==> src/rtl/regfile_wb_arbiter.sv <==
// Round-robin arbiter for the register file's single write port.
// Registers the winning write, drops PC writes and flags RAW hazards.
module regfile_wb_arbiter #(
  parameter int DW = 8,
  parameter int AW = 3
) (
  input  logic          clk,
  input  logic          reset,
  input  logic          hold,
  input  logic          v0,
  input  logic [AW-1:0] a0,
  input  logic [DW-1:0] d0,
  output logic          r0,
  input  logic          v1,
  input  logic [AW-1:0] a1,
  input  logic [DW-1:0] d1,
  output logic          r1,
  input  logic [AW-1:0] A1,
  input  logic [AW-1:0] A2,
  output logic          WE3,
  output logic [AW-1:0] A3,
  output logic [DW-1:0] WD3,
  output logic          haz1,
  output logic          haz2,
  output logic [7:0]    drop_cnt
);

  localparam logic [AW-1:0] PC_ADDR = {AW{1'b1}};

  logic          pri;
  logic          xfer0;
  logic          xfer1;
  logic          xfer;
  logic [AW-1:0] ga;
  logic [DW-1:0] gd;
  logic          to_pc;

  always_comb begin
    r0 = 1'b0;
    r1 = 1'b0;
    if (!reset && !hold) begin
      if (v0 && v1) begin
        r0 = ~pri;
        r1 = pri;
      end else begin
        r0 = v0;
        r1 = v1;
      end
    end
  end

  assign xfer0 = v0 & r0;
  assign xfer1 = v1 & r1;
  assign xfer  = xfer0 | xfer1;
  assign ga    = xfer1 ? a1 : a0;
  assign gd    = xfer1 ? d1 : d0;
  assign to_pc = (ga == PC_ADDR);

  always_ff @(posedge clk) begin
    if (reset) begin
      pri      <= 1'b0;
      WE3      <= 1'b0;
      A3       <= '0;
      WD3      <= '0;
      drop_cnt <= '0;
    end else begin
      WE3 <= xfer & ~to_pc;
      if (xfer) begin
        // Winner yields priority to the other requester.
        pri <= xfer0;
        if (!to_pc) begin
          A3  <= ga;
          WD3 <= gd;
        end else if (drop_cnt != 8'hFF) begin
          drop_cnt <= drop_cnt + 8'd1;
        end
      end
    end
  end

  assign haz1 = WE3 & (A1 == A3);
  assign haz2 = WE3 & (A2 == A3);

endmodule

==> config.mk <==
export PLATFORM = sky130hd
export DESIGN_NAME = regfile_wb_arbiter
export DESIGN_NICKNAME = d
export VERILOG_FILES = /design/src/rtl/regfile_wb_arbiter.sv
export SDC_FILE = /design/constraint.sdc
export NUM_CORES = 1
export LEC_CHECK = 0
export ABC_CLOCK_PERIOD_IN_PS = 1650
export CAP_MARGIN = 20
export CORE_MARGIN = 1
export CORE_UTILIZATION = 35
export DETAILED_ROUTE_END_ITERATION = 8
export PLACE_DENSITY = 0.76
export SLEW_MARGIN = 10
export SYNTH_ARGS = -nofsm -noshare
export SYNTH_HDL_FRONTEND = slang
export SYNTH_SLANG_ARGS = --single-unit
==> constraint.sdc <==
create_clock -name clk -period 1.65 [get_ports clk]
set_input_delay 0.33 -clock clk [delete_from_list [all_inputs] [get_ports clk]]
set_output_delay 0.33 -clock clk [all_outputs]
set_load 0.02 [all_outputs]
# == Word level (Yosys, flattened, before mapping) ==
# Cells that the tools add are included.
# op_classes
bitwise_logic,8
addsub,1
n_mux,6
n_reduce_logical,6
n_eq_ne,4
# ops
operator,count
$add 8x1->8 const B,1
$mux 8,1
$ne 8x8->1 const B,1
$eq 3x3->1,2
$and 1x1->1,5
$mux 1,4
$eq 3x3->1 const B,1
$mux 3,1
$reduce_and 3->1,1
$logic_and 1x1->1,2
$logic_not 1->1,2
$not 1->1,2
$reduce_and 2->1,1
$or 1x1->1,1
# totals
wordCells,30
regBits,21
out_inout_bits,24

# == Depth between registers and ports, before layout ==
# Gate-level depths: netlist (run 1).
# logic_depth
depth_word,8
ltp_mapped,7
ltp_nobuf,6

# == Least setup slack after synthesis (run 1) ==
# No wires, ideal clock.
# synth_timing
path_type,register -> register
startpoint,register drop_cnt[0]
endpoint,register drop_cnt[7]
arrival_ns,1.566
stages_incl_launch_ff,8
required_time_ns,1.535
setup_slack_ns,-0.032
setup_time_ns,0.115
synth_period_minus_slack_ns,1.682
cell_sequence,dfxtp_1 ha_1 nand3_1 or3_1 o21ai_2 buf_6 nor3_1 o21ba_2
# synth_between
elab_chain_len,2
# synth_rtl
element,line,rtl
from (decl),25,output logic [7:0] drop_cnt
from (signal assigned),75,drop_cnt <= drop_cnt + 8'd1;
"parallel branches: the longest is 2 deep, another holds $add 8x1->8",-,
# Parallel ways; which one is timed is not known.
# A chain may end at the register's enable or synchronous reset.

# == Worst setup path after layout (run 1) ==
# layout_timing
startpoint,input port a1[0]
endpoint,register drop_cnt[3]
# layout_between
elab_chain_len,3
# layout_rtl
element,line,rtl
from (decl),15,"input logic [AW-1:0] a1,"
$mux 3,55,assign ga = xfer1 ? a1 : a0;
$eq 3x3->1,57,assign to_pc = (ga == PC_ADDR);
$reduce_and 3->1 (no line),-,
# Every way passes these cells.

==> results_dict.tcl, run 1 <==
set metrics [dict create \
    io_buffers 56 \
    p_seq_frac 0.499 \
    clock_skew_ns 0.00254 \
    endpoint_kind "register" \
    die-height_um 57.3 \
    die_area_mm2 0.00328 \
    cts.hold.buffers_added 0 \
    layout_setup_ws_ns -0.0261 \
    row_count 19 \
    setup-violations-final 1 \
    grt-ovfl-total 0 \
    final_cell_mix "32 x clkdlybuf4s50_1, 29 x buf_4, 20 x nand2_1, 16 x nor2_1, 15 x dfxtp_1" \
    pwr-share-clk 0.229 \
    antenna_found_initial 0 \
    worst_pin_slew_ns 0.387 \
    layout_commonest_cell "clkdlybuf4s50_1" \
    fmax_mhz 597 \
    status "complete, but fails checks" \
    cap_violations 0 \
    grt_pass1_vias 1234 \
    cts_buffers 3 \
    p_switching_mw 0.294 \
    synthArstFlopShare 0 \
    crit_type "input port to register" \
    drive_gt1_frac 0.324 \
    syn_avg_cell_area_um2 8.28 \
    worstHoldPathCells 3 \
    violations "design-rule violations, negative setup slack" \
    synth-seq-cells 21 \
    first_iter_violations 49 \
    power_density_mw_per_mm2 535 \
    grt_pass1_wl_um 5190 \
    arrival_ns 1.92 \
    clk_pin_slew_ns 0.12 \
    finalHoldViolCount 0 \
    endpoint "drop_cnt[3]" \
    num_io_pins 57 \
    r2r_end "drop_cnt[3]" \
    cp_max_fo 4 \
    synth_cells 129 \
    die-width_um 57.3 \
    cts_tree "done" \
    grt_max_degree 13 \
    p_int_mw 0.789 \
    synth_edf_count 0 \
    start_util 0.378 \
    via_per_inst 5.22 \
    final_util 0.716 \
    relSlewSlack 0.742 \
    synth_ff_type "dfxtp_1" \
    setup_tns_ns -0.0261 \
    clockBufferDepth 2 \
    place_ws_ns -0.658 \
    peakVddDrop_v 0.000417 \
    dp_hpwl_um 2330 \
    hold_slack_ns 0.411 \
    synth_seq_area_share 0.393 \
    critPathLaunchType "input port" \
    worstSkewPairLatency_ns 0.30 \
    rsz0062_at_grt "true" \
    hold_path_class "input port to register" \
    finalCritPeriodShare 1.02 \
    first_pass_iters 6 \
    place.gp.congestion 0.749 \
    postRouteWirelength_um 3420 \
    finalCriticalPeriod_ns 1.68 \
    wire_per_inst_um 13.9 \
    cts_sinks 21 \
    antenna_left 0 \
    p_comb_frac 0.272 \
    synth_cell_types 34 \
    syn_nets 163 \
    switching_share 0.272 \
    reg2reg_slack_ns 0 \
    synth_area_mm2 0.00107 \
    areaGrowthSynthToFinish_pct 89.5 \
    drv_slew 0 \
    grt_use_total 0.201 \
    r2r.worst_path.cells 6 \
    startpoint "a1[0]" \
    ys_warn_count 0 \
    core_mm2 0.00283 \
    antenna-diode-count 0 \
    cts_root_buffer "clkbuf_4" \
    route.vias.total 1289 \
    htreeDepth 1 \
    drcViolationCount 2 \
    critical_path_required_ns 1.89 \
    fin_nets 251 \
    cellLeakagePower_nw 0.892 \
    worstReg2RegStart "pri" \
]
==> kinds of logic after synthesis <==
kind of cell	Yosys count	share of synthesized area
xor+xnor	7	0.0574
flops	21	0.393
simple gates	57	0.245
fa+ha+maj	1	0.0117
buf+inv	10	0.0445
mux	4	0.0386
compound gates	29	0.210
==> final cells by class <==
type                       count  area, um^2
tap                           31        38.8
fill                         223         805
clock buffer                   4        26.3
timing repair buffer          88         798
sequential                    21         433
multi-input combinational     99         713
inverter                       4        15.0
==> power groups by stage <==
stage / sequential (mW) / clock [mW] / combinational, mW
6_report: 0.541 / 0.248 / 0.295
5_1_grt: 0.543 / 0.275 / 0.316
4_1_cts: 0.543 / 0.254 / 0.282
3_5_place_dp: 0.553 / 0 / 0.278
3_3_place_gp: 0.552 / 0 / 0.271
2_1_floorplan: 0.577 / 0 / 0.0818
==> per-stage QoR <==
step	total power [mW]	area, um^2	cells
2_1_floorplan	0.659	1070	129
3_3_place_gp	0.824	1810	233
3_5_place_dp	0.831	1810	233
4_1_cts	1.08	1900	244
5_1_grt	1.13	2020	247
6_report	1.08	2020	247
==> cell usage after synthesis, types with 2 or more instances <==
library cell  count  area (um^2)
nand3_1           6         30.0
a21oi_1           5         25.0
xnor2_1           2         17.5
xor2_1            5         43.8
dfxtp_1          21          420
a311oi_1          8         70.1
buf_2             2         10.0
nor2_1           16         60.1
nor3_1            4         20.0
inv_1             3         11.3
clkbuf_1          2         7.51
a211oi_1          4         30.0
o21ai_0           5         25.0
mux2i_1           3         30.0
nand2_1          20         75.1
or3_1             5         31.3
==> repair_timing <==
| item | 4_1_cts | 5_1_grt |
|---|---|---|
| gates cloned | 1 | 0 |
| gates resized for setup | 51 | 31 |
| buffers inserted | 6 | 3 |
| setup endpoints to repair | 29 | 18 |
| pin swaps | 8 | 12 |
==> flip-flops by register name, indices dropped and copies added, names as in the netlist <==
name      cells
A3            3
WD3           8
WE3           1
drop_cnt      8
pri           1
==> worst min-delay path by stage <==
| stage | from | end | slack [ns] |
|---|---|---|---|
| floorplan | d1[0] | WD3[0] | 0.49 |
| global placement | drop_cnt[5] | drop_cnt[5] | 0.48 |
| detailed placement | WD3[4] | WD3[4] | 0.50 |
| CTS | reset | drop_cnt[3] | 0.42 |
| global route | a1[1] | A3[1] | 0.42 |
| finish | a1[2] | A3[2] | 0.41 |
==> routing by layer <==
layer	wire, um	track usage	share of wire
met1	1300	0.218	0.38
met2	1910	0.383	0.56
met3	168	0.0317	0.049
met4	40	0.0836	0.012
met5	0	0	0
==> critical path, stage by stage <==
cell	delay, ns
clkdlybuf4s50_1	0.48
and3_1	0.16
and4_4	0.25
o21ai_4	0.08
buf_4	0.15
or3_4	0.33
a21oi_2	0.14
Note: power is estimated with default switching activity, not from simulation.
==> run 2: changes to the inputs <==
- GPL_ROUTABILITY_DRIVEN: default -> 0
==> results of run 2 <==
Final layout, timing and power as in run 1 (identical DEF).
